$ cat src/rtl/clock_pkg.sv
// Mode encodings shared by the clock set controller and its users.
package clock_pkg;

  typedef enum logic [1:0] {
    MODE_RUN     = 2'b00,
    MODE_SET_HR  = 2'b01,
    MODE_SET_MIN = 2'b10,
    MODE_SET_SEC = 2'b11
  } mode_e;

  // RUN -> SET_HR -> SET_MIN -> SET_SEC -> RUN; the 2-bit add wraps naturally.
  function automatic mode_e next_mode(input mode_e m);
    return mode_e'(m + 2'd1);
  endfunction

endpackage

$ cat src/rtl/key_repeat.sv
// Button front end: 2-FF synchroniser, rising-edge detect and optional auto-repeat.
module key_repeat #(
  parameter int unsigned REPEAT_DELAY = 25000000,
  parameter int unsigned REPEAT_RATE  = 5000000,
  parameter bit          REPEAT_EN    = 1'b1
) (
  input  logic CP,
  input  logic reset,
  input  logic btn,
  input  logic clr,
  output logic held,
  output logic evt
);

  localparam int unsigned CntW = $clog2(REPEAT_DELAY + 1);
  localparam logic [CntW-1:0] Delay  = CntW'(REPEAT_DELAY);
  localparam logic [CntW-1:0] Reload = CntW'(REPEAT_DELAY - REPEAT_RATE + 1);

  logic            sync1_q, sync2_q, prev_q;
  logic            armed_q, armed_d;
  logic [CntW-1:0] cnt_q, cnt_d;
  logic            rise, fire;

  assign rise = sync2_q & ~prev_q;
  assign fire = REPEAT_EN & armed_q & sync2_q & (cnt_q == Delay);
  assign held = sync2_q;
  assign evt  = ~clr & (rise | fire);

  // Only a press seen while not cleared arms the repeat; clearing mid-hold needs a new press.
  always_comb begin
    armed_d = armed_q;
    cnt_d   = cnt_q;
    if (clr || !sync2_q) begin
      armed_d = 1'b0;
      cnt_d   = '0;
    end else if (rise) begin
      armed_d = 1'b1;
      cnt_d   = CntW'(1);
    end else if (armed_q && REPEAT_EN) begin
      cnt_d = (cnt_q == Delay) ? Reload : cnt_q + CntW'(1);
    end
  end

  always_ff @(posedge CP or negedge reset) begin
    if (!reset) begin
      sync1_q <= 1'b0;
      sync2_q <= 1'b0;
      prev_q  <= 1'b0;
      armed_q <= 1'b0;
      cnt_q   <= '0;
    end else begin
      sync1_q <= btn;
      sync2_q <= sync1_q;
      prev_q  <= sync2_q;
      armed_q <= armed_d;
      cnt_q   <= cnt_d;
    end
  end

endmodule

$ cat src/rtl/clock_set_ctrl.sv
// Mode/time-set controller: 1 Hz enable, mode sequencing, steered increment pulses and blink.
module clock_set_ctrl
  import clock_pkg::*;
#(
  parameter int unsigned TICK_DIV     = 50000000,
  parameter int unsigned REPEAT_DELAY = 25000000,
  parameter int unsigned REPEAT_RATE  = 5000000
) (
  input  logic       CP,
  input  logic       reset,
  input  logic       btn_mode,
  input  logic       btn_unit,
  input  logic       btn_ten,
  output logic       sec_en,
  output logic       sec_inc_unit,
  output logic       sec_inc_ten,
  output logic       min_inc_unit,
  output logic       min_inc_ten,
  output logic       hr_inc_unit,
  output logic       hr_inc_ten,
  output logic [1:0] mode,
  output logic       blink
);

  localparam int unsigned PreW = $clog2(TICK_DIV);
  localparam logic [PreW-1:0] TickLast = PreW'(TICK_DIV - 1);
  localparam logic [PreW-1:0] HalfLast = PreW'(TICK_DIV / 2 - 1);

  mode_e           mode_q, mode_d;
  logic [PreW-1:0] pre_q, pre_d;
  logic            blink_q, blink_d;
  logic            sec_en_q, sec_en_d;
  logic [5:0]      inc_q, inc_d;  // {hr_ten, hr_unit, min_ten, min_unit, sec_ten, sec_unit}

  logic run, tick, half;
  logic mode_evt, unit_evt, ten_evt, unit_held;
  logic unused_held;

  assign run  = (mode_q == MODE_RUN);
  assign tick = (pre_q == TickLast);
  assign half = tick | (pre_q == HalfLast);

  key_repeat #(
    .REPEAT_DELAY(REPEAT_DELAY),
    .REPEAT_RATE (REPEAT_RATE),
    .REPEAT_EN   (1'b0)
  ) u_key_mode (
    .CP   (CP),
    .reset(reset),
    .btn  (btn_mode),
    .clr  (1'b0),
    .held (unused_held),
    .evt  (mode_evt)
  );

  key_repeat #(
    .REPEAT_DELAY(REPEAT_DELAY),
    .REPEAT_RATE (REPEAT_RATE),
    .REPEAT_EN   (1'b1)
  ) u_key_unit (
    .CP   (CP),
    .reset(reset),
    .btn  (btn_unit),
    .clr  (run | mode_evt),
    .held (unit_held),
    .evt  (unit_evt)
  );

  // A held unit button locks out the ten path entirely.
  key_repeat #(
    .REPEAT_DELAY(REPEAT_DELAY),
    .REPEAT_RATE (REPEAT_RATE),
    .REPEAT_EN   (1'b1)
  ) u_key_ten (
    .CP   (CP),
    .reset(reset),
    .btn  (btn_ten),
    .clr  (run | mode_evt | unit_held),
    .held (),
    .evt  (ten_evt)
  );

  always_comb begin
    mode_d   = mode_evt ? next_mode(mode_q) : mode_q;
    pre_d    = (mode_evt || tick) ? '0 : pre_q + PreW'(1);
    sec_en_d = run & tick & ~mode_evt;

    blink_d = blink_q;
    if (mode_evt) begin
      blink_d = (mode_d != MODE_RUN);
    end else if (run) begin
      blink_d = 1'b0;
    end else if (half) begin
      blink_d = ~blink_q;
    end

    inc_d = '0;
    unique case (mode_q)
      MODE_SET_HR:  inc_d = {ten_evt, unit_evt, 4'b0000};
      MODE_SET_MIN: inc_d = {2'b00, ten_evt, unit_evt, 2'b00};
      MODE_SET_SEC: inc_d = {4'b0000, ten_evt, unit_evt};
      default:      inc_d = '0;
    endcase
  end

  always_ff @(posedge CP or negedge reset) begin
    if (!reset) begin
      mode_q   <= MODE_RUN;
      pre_q    <= '0;
      blink_q  <= 1'b0;
      sec_en_q <= 1'b0;
      inc_q    <= '0;
    end else begin
      mode_q   <= mode_d;
      pre_q    <= pre_d;
      blink_q  <= blink_d;
      sec_en_q <= sec_en_d;
      inc_q    <= inc_d;
    end
  end

  assign mode         = mode_q;
  assign blink        = blink_q;
  assign sec_en       = sec_en_q;
  assign sec_inc_unit = inc_q[0];
  assign sec_inc_ten  = inc_q[1];
  assign min_inc_unit = inc_q[2];
  assign min_inc_ten  = inc_q[3];
  assign hr_inc_unit  = inc_q[4];
  assign hr_inc_ten   = inc_q[5];

endmodule

$ cat config.mk
export PLATFORM = sky130hd
export DESIGN_NAME = clock_set_ctrl
export DESIGN_NICKNAME = d
export VERILOG_FILES = /design/src/rtl/clock_pkg.sv /design/src/rtl/key_repeat.sv /design/src/rtl/clock_set_ctrl.sv
export SDC_FILE = /design/constraint.sdc
export NUM_CORES = 1
export LEC_CHECK = 0
export ABC_AREA = 0
export BUFFER_PORTS_ARGS = -buffer_cell sky130_fd_sc_hd__buf_2
export CORE_MARGIN = 3
export CORE_UTILIZATION = 40
export DETAILED_ROUTE_END_ITERATION = 10
export HOLD_SLACK_MARGIN = 0.03
export SYNTH_ARGS = -nofsm -noshare
export SYNTH_HDL_FRONTEND = slang
export SYNTH_HIERARCHICAL = 1
export SYNTH_SLANG_ARGS = --single-unit
$ cat constraint.sdc
create_clock -name CP -period 2.7 [get_ports CP]
set_input_delay 0 -clock CP [delete_from_list [all_inputs] [get_ports CP]]
set_output_delay 0 -clock CP [all_outputs]
set_load 0.02 [all_outputs]
==> run_results.csv, run 1 <==
group,metric,value,unit
global_route,grt-ovfl-total,0,
floorplan,boundaryPins,15,
timing,fmax,0.3975,GHz
floorplan,die_area,14680,µm²
drt,drt_wl_total,11.92,mm
placement,routabilityCongestion,0.9080,
finish,fin_cells,764,
clock_tree,cts_max_level,3,
run_status,status,"finished clean",
power,ir_drop,0.5334,mV
finish,syn2layout_area_growth,10.75,%
timing,relSlewSlack,0.3478,
critical_path,cp_max_fo,25,
yosys,avgSynthCellArea,9.178,µm²
clock_tree,cts.sinks,97,
critical_path,cp-start-kind,"flip-flop",
yosys,yosys-top-cells-count,"dfrtp_1 (97), nand2_1 (58), nor2_1 (49)",
yosys,ys_top_cells_by_area,"dfrtp_1 (46%), nand2_1 (4.1%), nor2_1 (3.5%)",
clock_tree,clk_latency,0.35,ns
global_route,grt_pass1_wl,20.37,mm
power,intPower,2.544,mW
yosys,yosysMostFrequentCell,"dfrtp_1",
yosys,synth_edf_count,0,
yosys,synth_seq_cells,97,
power,p_total,3.483,mW
floorplan,die_x,121.2,µm
global_route,antenna_found_initial,0,
timing,setup_viol,0,
power,pwr-share-comb,0.137,
yosys,ys.flop_type,"dfrtp_1",
power,p_leak,2.361,nW
floorplan,fp.coreArea,12770,µm²
global_route,grt_pass1_vias,4063,
power,p_sw,938.2,µW
yosys,synth_top_area_frac,0.4575,
timing,hold_viol_final,0,
timing,final.period_utilization,0.9318,
yosys,ys_async_sr_fraction,1.000,
placement,place_ws,0.1669,ns
timing,final.setup_skew,0.004632,ns
placement,dpl.cell_count,744,
placement,io_buffers,14,
drt,firstDrtPassIters,4,
yosys,syn-num-nets,593,
timing,slew_violations,0,
placement,hpwl,8.320,mm
hold_path,min_path_type,"in2reg",
drt,drc,0,
power,pwr-share-seq,0.464,
clock_tree,cts_setup_buffers,0,
drt,drt_iter0_drc,319,
global_route,grtUsageTotal,0.1731,
yosys,netlist_area,5305,µm²
clock_tree,cts_root_buf,"clkbuf_16",
yosys,synth-seq-area-share,0.4575,
critical_path,worst_setup_path_end_kind,"flip-flop",
yosys,yosys.area.top_type,"dfrtp_1",
finish,nets,602,
run,cap_violations,0,
clock_tree,cts_made_buffers,9,
yosys,syn_inst,578,
power,p_clk_frac,0.400,
finish,drive_above_1_share,0.09122,
drt,wl_per_cell,15.60,µm
critical_path,worst-setup-path-type,"reg2reg",
clock_tree,clockBufferDepth,2,
floorplan,rows,41,
timing,period_minus_slack,2.516,ns
drt,drtAntennaViolNets,0,
clock_tree,cts_tree,"built",
timing,hold_ws,0.2941,ns
global_route,grt_max_degree,79,
drt,vias_per_cell,5.736,
yosys,ys_types,51,
yosys,yosys_warnings,6,
timing,layout_setup_ws,0.1842,ns
critical_path,critPathArrivalTime,2.79,ns
critical_path,required,2.97,ns
timing,grt_setup_unrepaired,"false",
power,power.density,592.7,nW/µm²
timing,tns,0,ns
floorplan,floorplan.initialDensity,0.4153,
clock_tree,clkTransAtPathRegs,0.07,ns
drt,via_count,4382,
floorplan,die_h,121.2,µm
power,swShare,0.2694,
finish,antenna_cells,0,
timing,worst_pin_slew,0.9784,ns
-- state kept, by name, indices dropped and copies added (netlist names) --
register and count:
u_key_ten/cnt_q 25, u_key_mode/held 1, u_key_ten/sync1_q 1, u_key_ten/prev_q 1, u_key_ten/armed_q 1, u_key_unit/cnt_q 25
u_key_unit/held 1, u_key_mode/sync1_q 1, inc_q 6, u_key_unit/sync1_q 1, sec_en 1, u_key_unit/armed_q 1
u_key_ten/held 1, blink 1, u_key_unit/prev_q 1, mode 2, u_key_mode/prev_q 1, pre_q 26
-- timing repair --
item                                   4_1_cts  5_1_grt
hold buffers                                 4        0
setup endpoints to repair                    0        6
endpoints found under the hold margin       79        0
resized for setup                            0        2
-- layer usage --
metal | vias up | global-route usage | part of all wire
met5 | - | 0 | 0
met4 | 0 | 0.05952 | 0.015
met3 | 12 | 0.04009 | 0.041
met2 | 93 | 0.2497 | 0.44
met1 | 2171 | 0.2554 | 0.50
li1 | 2106 | - | -
-- kinds of logic after synthesis --
logic type | count (synthesis) | share of synthesized area
other | 1 | 0.0007069
and+or+nand+nor | 271 | 0.2866
muxes | 1 | 0.001887
adders and majority gates | 10 | 0.02358
DFF | 97 | 0.4575
buffers and inverters | 55 | 0.04670
xor gates and xnor gates | 27 | 0.04458
AOI/OAI and AO/OA | 116 | 0.1384
-- layout by cell type, fill, tap and decap left out, types with 6 or more instances in the layout --
master and n:
nand2_1 58, dfrtp_1 97, and3_1 13, buf_4 8, xnor2_1 12, nand2b_1 8
o21ai_0 32, inv_1 27, nand3_1 36, ha_1 10, a31oi_1 26, buf_2 13
nor2_1 48, or3_1 10, xor2_1 15, nor4b_1 7, nand4_1 28, a21oi_1 29
and4_1 18, clkbuf_16 9, and2_1 6
-- final timing paths --
| kind | startpoint | endpoint | slack (ns) | cells after the start |
|---|---|---|---|---|
| setup / recovery | mode[1]$_DFF_PN0_ | u_key_unit/cnt_q[22]$_DFFE_PN0P_ | 0.18 | 9 |
| hold / removal | btn_ten | u_key_ten/sync1_q$_DFF_PN0_ | 0.29 | 2 |
| setup reg to reg | mode[1]$_DFF_PN0_ | u_key_unit/cnt_q[22]$_DFFE_PN0P_ | 0.18 | 9 |
| hold reg to reg | u_key_unit/sync1_q$_DFF_PN0_ | u_key_unit/held$_DFF_PN0_ | 0.35 | 0 |
| max in group asynchronous | reset | u_key_unit/cnt_q[12]$_DFFE_PN0P_ | 1.59 | 3 |
| min in group asynchronous | reset | u_key_ten/cnt_q[4]$_DFFE_PN0P_ | 0.34 | 2 |
-- through the flow --
stage                       util  area (µm²)
final                     0.4600        5876
after CTS                 0.4595        5869
after floorplan                -        5305
after global placement    0.4311        5507
after detailed placement  0.4311        5507
after global routing      0.4600        5876
-- power by group through the flow --
stage | sequential, mW | clock, mW | combinational (mW)
floorplan | 1.66 | 0 | 0.279
global placement | 1.64 | 0 | 0.462
detailed placement | 1.64 | 0 | 0.474
CTS | 1.61 | 1.43 | 0.482
global route | 1.63 | 1.49 | 0.543
finish | 1.61 | 1.39 | 0.476
-- critical path, stage by stage (launching register included) --
cell      delay (ns)
dfrtp_1         0.40
inv_1           0.11
ha_1            0.22
or2_2           0.29
nand2b_1        0.19
or2_1           0.35
a211oi_4        0.24
buf_4           0.30
o21ai_0         0.15
a31oi_1         0.18
-- final cells by class --
| class | instances | area [µm²] |
|---|---|---|
| well taps | 172 | 215.2 |
| clock buffers | 12 | 246.5 |
| repair buffers | 26 | 176.4 |
| flip-flops and latches | 97 | 2427 |
| clock inverters | 4 | 76.32 |
| fillers | 1213 | 6898 |
| inverters | 27 | 101.3 |
| multi-input cells | 426 | 2633 |
Power figures use the tool's default switching activity.
==> run 2: changes to the inputs <==
Clock period 2.7 ns to 2.5 ns, I/O delays scaled along.
==> run_results.csv, run 2 (synthesis gave the netlist of run 1 again) <==
group,metric,value,unit
placement,place_ws,0.1240,ns
floorplan,die_h,121.2,µm
run_status,status,"finished clean",
critical_path,cp_max_fo,12,
clock_tree,clockBufferDepth,2,
placement,dpl.cell_count,748,
timing,period_minus_slack,2.326,ns
critical_path,worst-setup-path-type,"reg2reg",
finish,syn2layout_area_growth,12.97,%
timing,final.period_utilization,0.9305,
drt,drt_wl_total,12.20,mm
power,ir_drop,0.3822,mV
global_route,grt.met1_usage,0.2473,
critical_path,cpMaxStageDelayCell,"dfrtp_2",
finish,final_common_cell,"dfrtp_1",
global_route,grt_pass1_wl,20.73,mm
finish,largest_reg_flops,26,
critical_path,required,2.77,ns
drt,firstDrtPassIters,5,
run,cap_violations,0,
clock_tree,clk_latency,0.35,ns
clock_tree,cts_tree,"built",
global_route,grt-ovfl-total,0,
clock_tree,cts_made_buffers,9,
floorplan,die_area,14680,µm²
finish,reg_top3,"pre_q x26, u_key_ten/cnt_q x25, u_key_unit/cnt_q x25",
timing,final.setup_skew,0.008578,ns
critical_path,critPathArrivalTime,2.60,ns
floorplan,fp.coreArea,12770,µm²
global_route,grtUsageMet2,0.2619,
finish,antenna_cells,0,
timing,relSlewSlack,0.4746,
drt,vias_per_cell,5.673,
drt,wl_per_cell,15.76,µm
finish,fin_util,0.4692,
critical_path,worst_setup_path_end_kind,"flip-flop",
timing,layout_setup_ws,0.1737,ns
placement,routabilityCongestion,0.8701,
clock_tree,cts_max_level,3,
timing,hold_viol_final,0,
placement,placed_area,5577,µm²
finish,fin_cells,774,
global_route,grt_max_degree,61,
floorplan,rows,41,
clock_tree,cts_root_buf,"clkbuf_16",
timing,tns,0,ns
floorplan,die_x,121.2,µm
timing,fmax,0.4299,GHz
timing,slew_violations,0,
finish,nets,612,
global_route,grtUsageTotal,0.1752,
global_route,grt_pass1_vias,4292,
finish,final_area,5993,µm²
global_route,use_met3,0.03357,
clock_tree,cts.sinks,97,
critical_path,cp-start-kind,"flip-flop",
drt,via_count,4391,
finish,final_cell_mix,"dfrtp_1 (95), nand2_1 (58), nor2_1 (46)",
critical_path,crit_family,"simple AND/OR/NAND/NOR gates",
global_route,antenna_found_initial,0,
critical_path,slowest_delay,0.39,ns
timing,setup_viol,0,
finish,largest_register,"pre_q",
floorplan,floorplan.initialDensity,0.4153,
drt,drt_iter0_drc,323,
power,power.density,615.5,nW/µm²
clock_tree,clkTransAtPathRegs,0.07,ns
hold_path,min_path_type,"in2async",
placement,io_buffers,14,
placement,hpwl,8.444,mm
finish,drive_above_1_share,0.1179,
floorplan,boundaryPins,15,
drt,drtAntennaViolNets,0,
critical_path,crit_chain,"inv_1 -> ha_1 -> or3_1 -> nand2b_2 -> or2_1 -> a211oi_4 -> buf_4 -> buf_12 -> a41oi_1 -> a31oi_1",
critical_path,cp_num_buf_inv,3,
power,p_leak,2.407,nW
timing,worst_pin_slew,0.7880,ns
global_route,top_usage_layer,"met2",
drt,drc,0,
[run 2: repair_timing]
item / CTS / global route
gates resized for setup: 0 / 4
setup endpoints to repair: 0 / 16
hold buffers: 4 / 0
setup buffers: 0 / 5
endpoints found under the hold margin: 62 / 0
[run 2: power by group]
group          internal, mW  switching, mW
registers              1.66         0.0975
clock network         0.782          0.626
logic                 0.204          0.324
total                  2.64           1.05
[run 2: metal layers]
layer / share of wire / wire length (µm) / vias to the layer above
met2: 0.44 / 5417 / 105
met4: 0.022 / 266 / 0
li1: - / - / 2133
met5: 0 / 0 / -
met1: 0.49 / 5987 / 2133
met3: 0.043 / 530 / 20
[run 2: metrics by stage]
stage	power [mW]	hold WS, ns
final	3.689	0.2753
after global routing	3.900	0.2827
after CTS	3.736	0.2700
after detailed placement	2.301	0.1097
after global placement	2.288	0.1082
after floorplan	2.092	-0.2956
[run 2: worst reg2reg max path, stage by stage, from the launching register on]
cell and delay [ns]:
dfrtp_2 0.39, inv_1 0.09, ha_1 0.22, or3_1 0.34, nand2b_2 0.21, or2_1 0.27, a211oi_4 0.18, buf_4 0.15
buf_12 0.12, a41oi_1 0.12, a31oi_1 0.16
[run 2: final cells by class]
class	instances	area (µm²)
Timing Repair Buffer	36	302.8
Sequential cell	97	2430
Fill cell	1214	6780
Clock inverter	7	78.83
Inverter	27	101.3
Multi-Input combinational cell	426	2640
Clock buffer	9	225.2
Tap cell	172	215.2
[run 2: final timing paths]
check,slack [ns],to,startpoint,depth (start not counted)
max in group asynchronous,1.54,mode[1]$_DFF_PN0_,reset,3
setup / recovery,0.17,u_key_ten/cnt_q[4]$_DFFE_PN0P_,mode[1]$_DFF_PN0_,10
min in group CP,0.29,u_key_ten/sync1_q$_DFF_PN0_,btn_ten,2
hold / removal,0.28,u_key_ten/cnt_q[7]$_DFFE_PN0P_,reset,2
setup reg to reg,0.17,u_key_ten/cnt_q[4]$_DFFE_PN0P_,mode[1]$_DFF_PN0_,10
hold reg to reg,0.35,u_key_mode/held$_DFF_PN0_,u_key_mode/sync1_q$_DFF_PN0_,0
==> run 3: changes to the inputs <==
Settings changed: BUFFER_PORTS_ARGS -buffer_cell sky130_fd_sc_hd__buf_2 to -buffer_cell sky130_fd_sc_hd__buf_4.
==> run_results.csv, run 3 (synthesis gave the netlist of run 1 again) <==
group,metric,value,unit
global_route,antenna_found_initial,0,
timing,period_minus_slack,2.330,ns
timing,final.setup_skew,0.005780,ns
power,p_leak,2.402,nW
global_route,grtUsageTotal,0.1756,
placement,hpwl,8.444,mm
power,power.density,596.4,nW/µm²
placement,io_buffers,14,
floorplan,boundaryPins,15,
finish,reg_top3,"pre_q x26, u_key_ten/cnt_q x25, u_key_unit/cnt_q x25",
critical_path,critPathArrivalTime,2.59,ns
critical_path,cp_max_fo,25,
finish,seq_area,2430,µm²
clock_tree,clkTransAtPathRegs,0.06,ns
critical_path,rrSetupSlack,0.17,ns
timing,tns,0,ns
timing,hold_viol_final,0,
clock_tree,cts.sinks,97,
global_route,grt_max_degree,73,
finish,antenna_cells,0,
drt,drt_iter0_drc,332,
clock_tree,cts_root_buf,"clkbuf_16",
critical_path,worst-setup-path-type,"reg2reg",
critical_path,required,2.76,ns
finish,drive_above_1_share,0.1115,
drt,drt_wl_total,12.50,mm
critical_path,crit_family,"simple AND/OR/NAND/NOR gates",
drt,via_count,4437,
finish,largest_register,"pre_q",
run,cap_violations,0,
global_route,grt_pass1_wl,20.69,mm
drt,drc,0,
floorplan,rows,41,
drt,wl_per_cell,16.17,µm
clock_tree,cts_max_level,3,
finish,final_common_cell,"dfrtp_1",
clock_tree,clk_latency,0.35,ns
clock_tree,cts_made_buffers,9,
run_status,status,"finished clean",
placement,routabilityCongestion,0.8385,
critical_path,slowest_delay,0.38,ns
power,p_total,3.572,mW
timing,setup_viol,0,
timing,fmax,0.4292,GHz
finish,largest_reg_flops,26,
floorplan,fp.coreArea,12770,µm²
clock_tree,clockBufferDepth,2,
global_route,grt_pass1_vias,4164,
floorplan,die_h,121.2,µm
timing,grt_setup_unrepaired,"false",
finish,fill_cells,1207,
critical_path,cp-start-kind,"flip-flop",
floorplan,die_area,14680,µm²
drt,firstDrtPassIters,5,
floorplan,floorplan.initialDensity,0.4153,
clock_tree,cts_tree,"built",
critical_path,cp_num_buf_inv,2,
finish,final_cell_mix,"dfrtp_1 (95), nand2_1 (58), nor2_1 (48)",
hold_path,min_path_type,"in2reg",
global_route,grt-ovfl-total,0,
finish,nets,612,
finish,syn2layout_area_growth,12.88,%
floorplan,die_x,121.2,µm
timing,worst_pin_slew,0.9060,ns
drt,drtAntennaViolNets,0,
drt,vias_per_cell,5.740,
timing,relSlewSlack,0.3960,
timing,final.period_utilization,0.9319,
critical_path,cpMaxStageDelayCell,"dfrtp_2",
critical_path,worst_setup_path_end_kind,"flip-flop",
finish,multi_input_area,2635,µm²
timing,slew_violations,0,
power,ir_drop,0.4519,mV
critical_path,crit_chain,"inv_1 -> ha_1 -> or2_2 -> nand2b_1 -> or2_4 -> a211oi_4 -> buf_12 -> a41oi_1 -> a31oi_1",
## run 3: stage by stage
stage	setup WS, ns	hold slack (ns)	utilization	instance area, µm²	cells
2_1_floorplan	0.01561	-0.2956	-	5308	578
3_3_place_gp	0.1770	0.1098	0.4387	5604	749
3_5_place_dp	0.1100	0.1103	0.4387	5604	749
4_1_cts	0.09662	0.2876	0.4624	5907	768
5_1_grt	0.003066	0.2971	0.4688	5988	773
6_report	0.1702	0.3032	0.4688	5988	773
## run 3: power by group
part	internal, mW	switching, mW
sequential	1.66	0.0981
combinational	0.220	0.330
clock	0.668	0.600
## run 3: final timing paths
path,from,to,depth (start not counted)
min in group asynchronous,reset,u_key_ten/cnt_q[14]$_DFFE_PN0P_,2
min,btn_ten,u_key_ten/sync1_q$_DFF_PN0_,2
max in group asynchronous,reset,u_key_ten/cnt_q[17]$_DFFE_PN0P_,3
max reg2reg,mode[1]$_DFF_PN0_,u_key_unit/cnt_q[4]$_DFFE_PN0P_,9
min reg2reg,u_key_unit/sync1_q$_DFF_PN0_,u_key_unit/held$_DFF_PN0_,0
max,mode[1]$_DFF_PN0_,u_key_unit/cnt_q[4]$_DFFE_PN0P_,9
## run 3: area by class of cell
class | count | area share
Clock inverter | 5 | 0.005641
Inverter | 27 | 0.01692
Multi-Input combinational cell | 426 | 0.4400
Sequential cell | 97 | 0.4058
Tap cell | 172 | 0.03594
Clock buffer | 10 | 0.03824
Timing Repair Buffer | 36 | 0.05746
## run 3: metal layers
layer | part of all wire | GRT usage | vias up
li1 | - | - | 2130
met2 | 0.46 | 0.2758 | 113
met5 | 0 | 0 | -
met4 | 0.014 | 0.06653 | 0
met3 | 0.044 | 0.03077 | 10
met1 | 0.48 | 0.2435 | 2184
## run 3: what timing repair did
item                                   CTS  global route
endpoints found under the hold margin   73             0
buffers inserted                         0             3
resized for setup                        0             3
setup endpoints to repair                0            14
hold buffers                             4             0
## run 3: worst register-to-register path, cell delays in order (launching register included)
cell and delay, ns:
dfrtp_2 0.38, inv_1 0.08, ha_1 0.22, or2_2 0.29, nand2b_1 0.19, or2_4 0.29
a211oi_4 0.26, buf_12 0.20, a41oi_1 0.15, a31oi_1 0.19
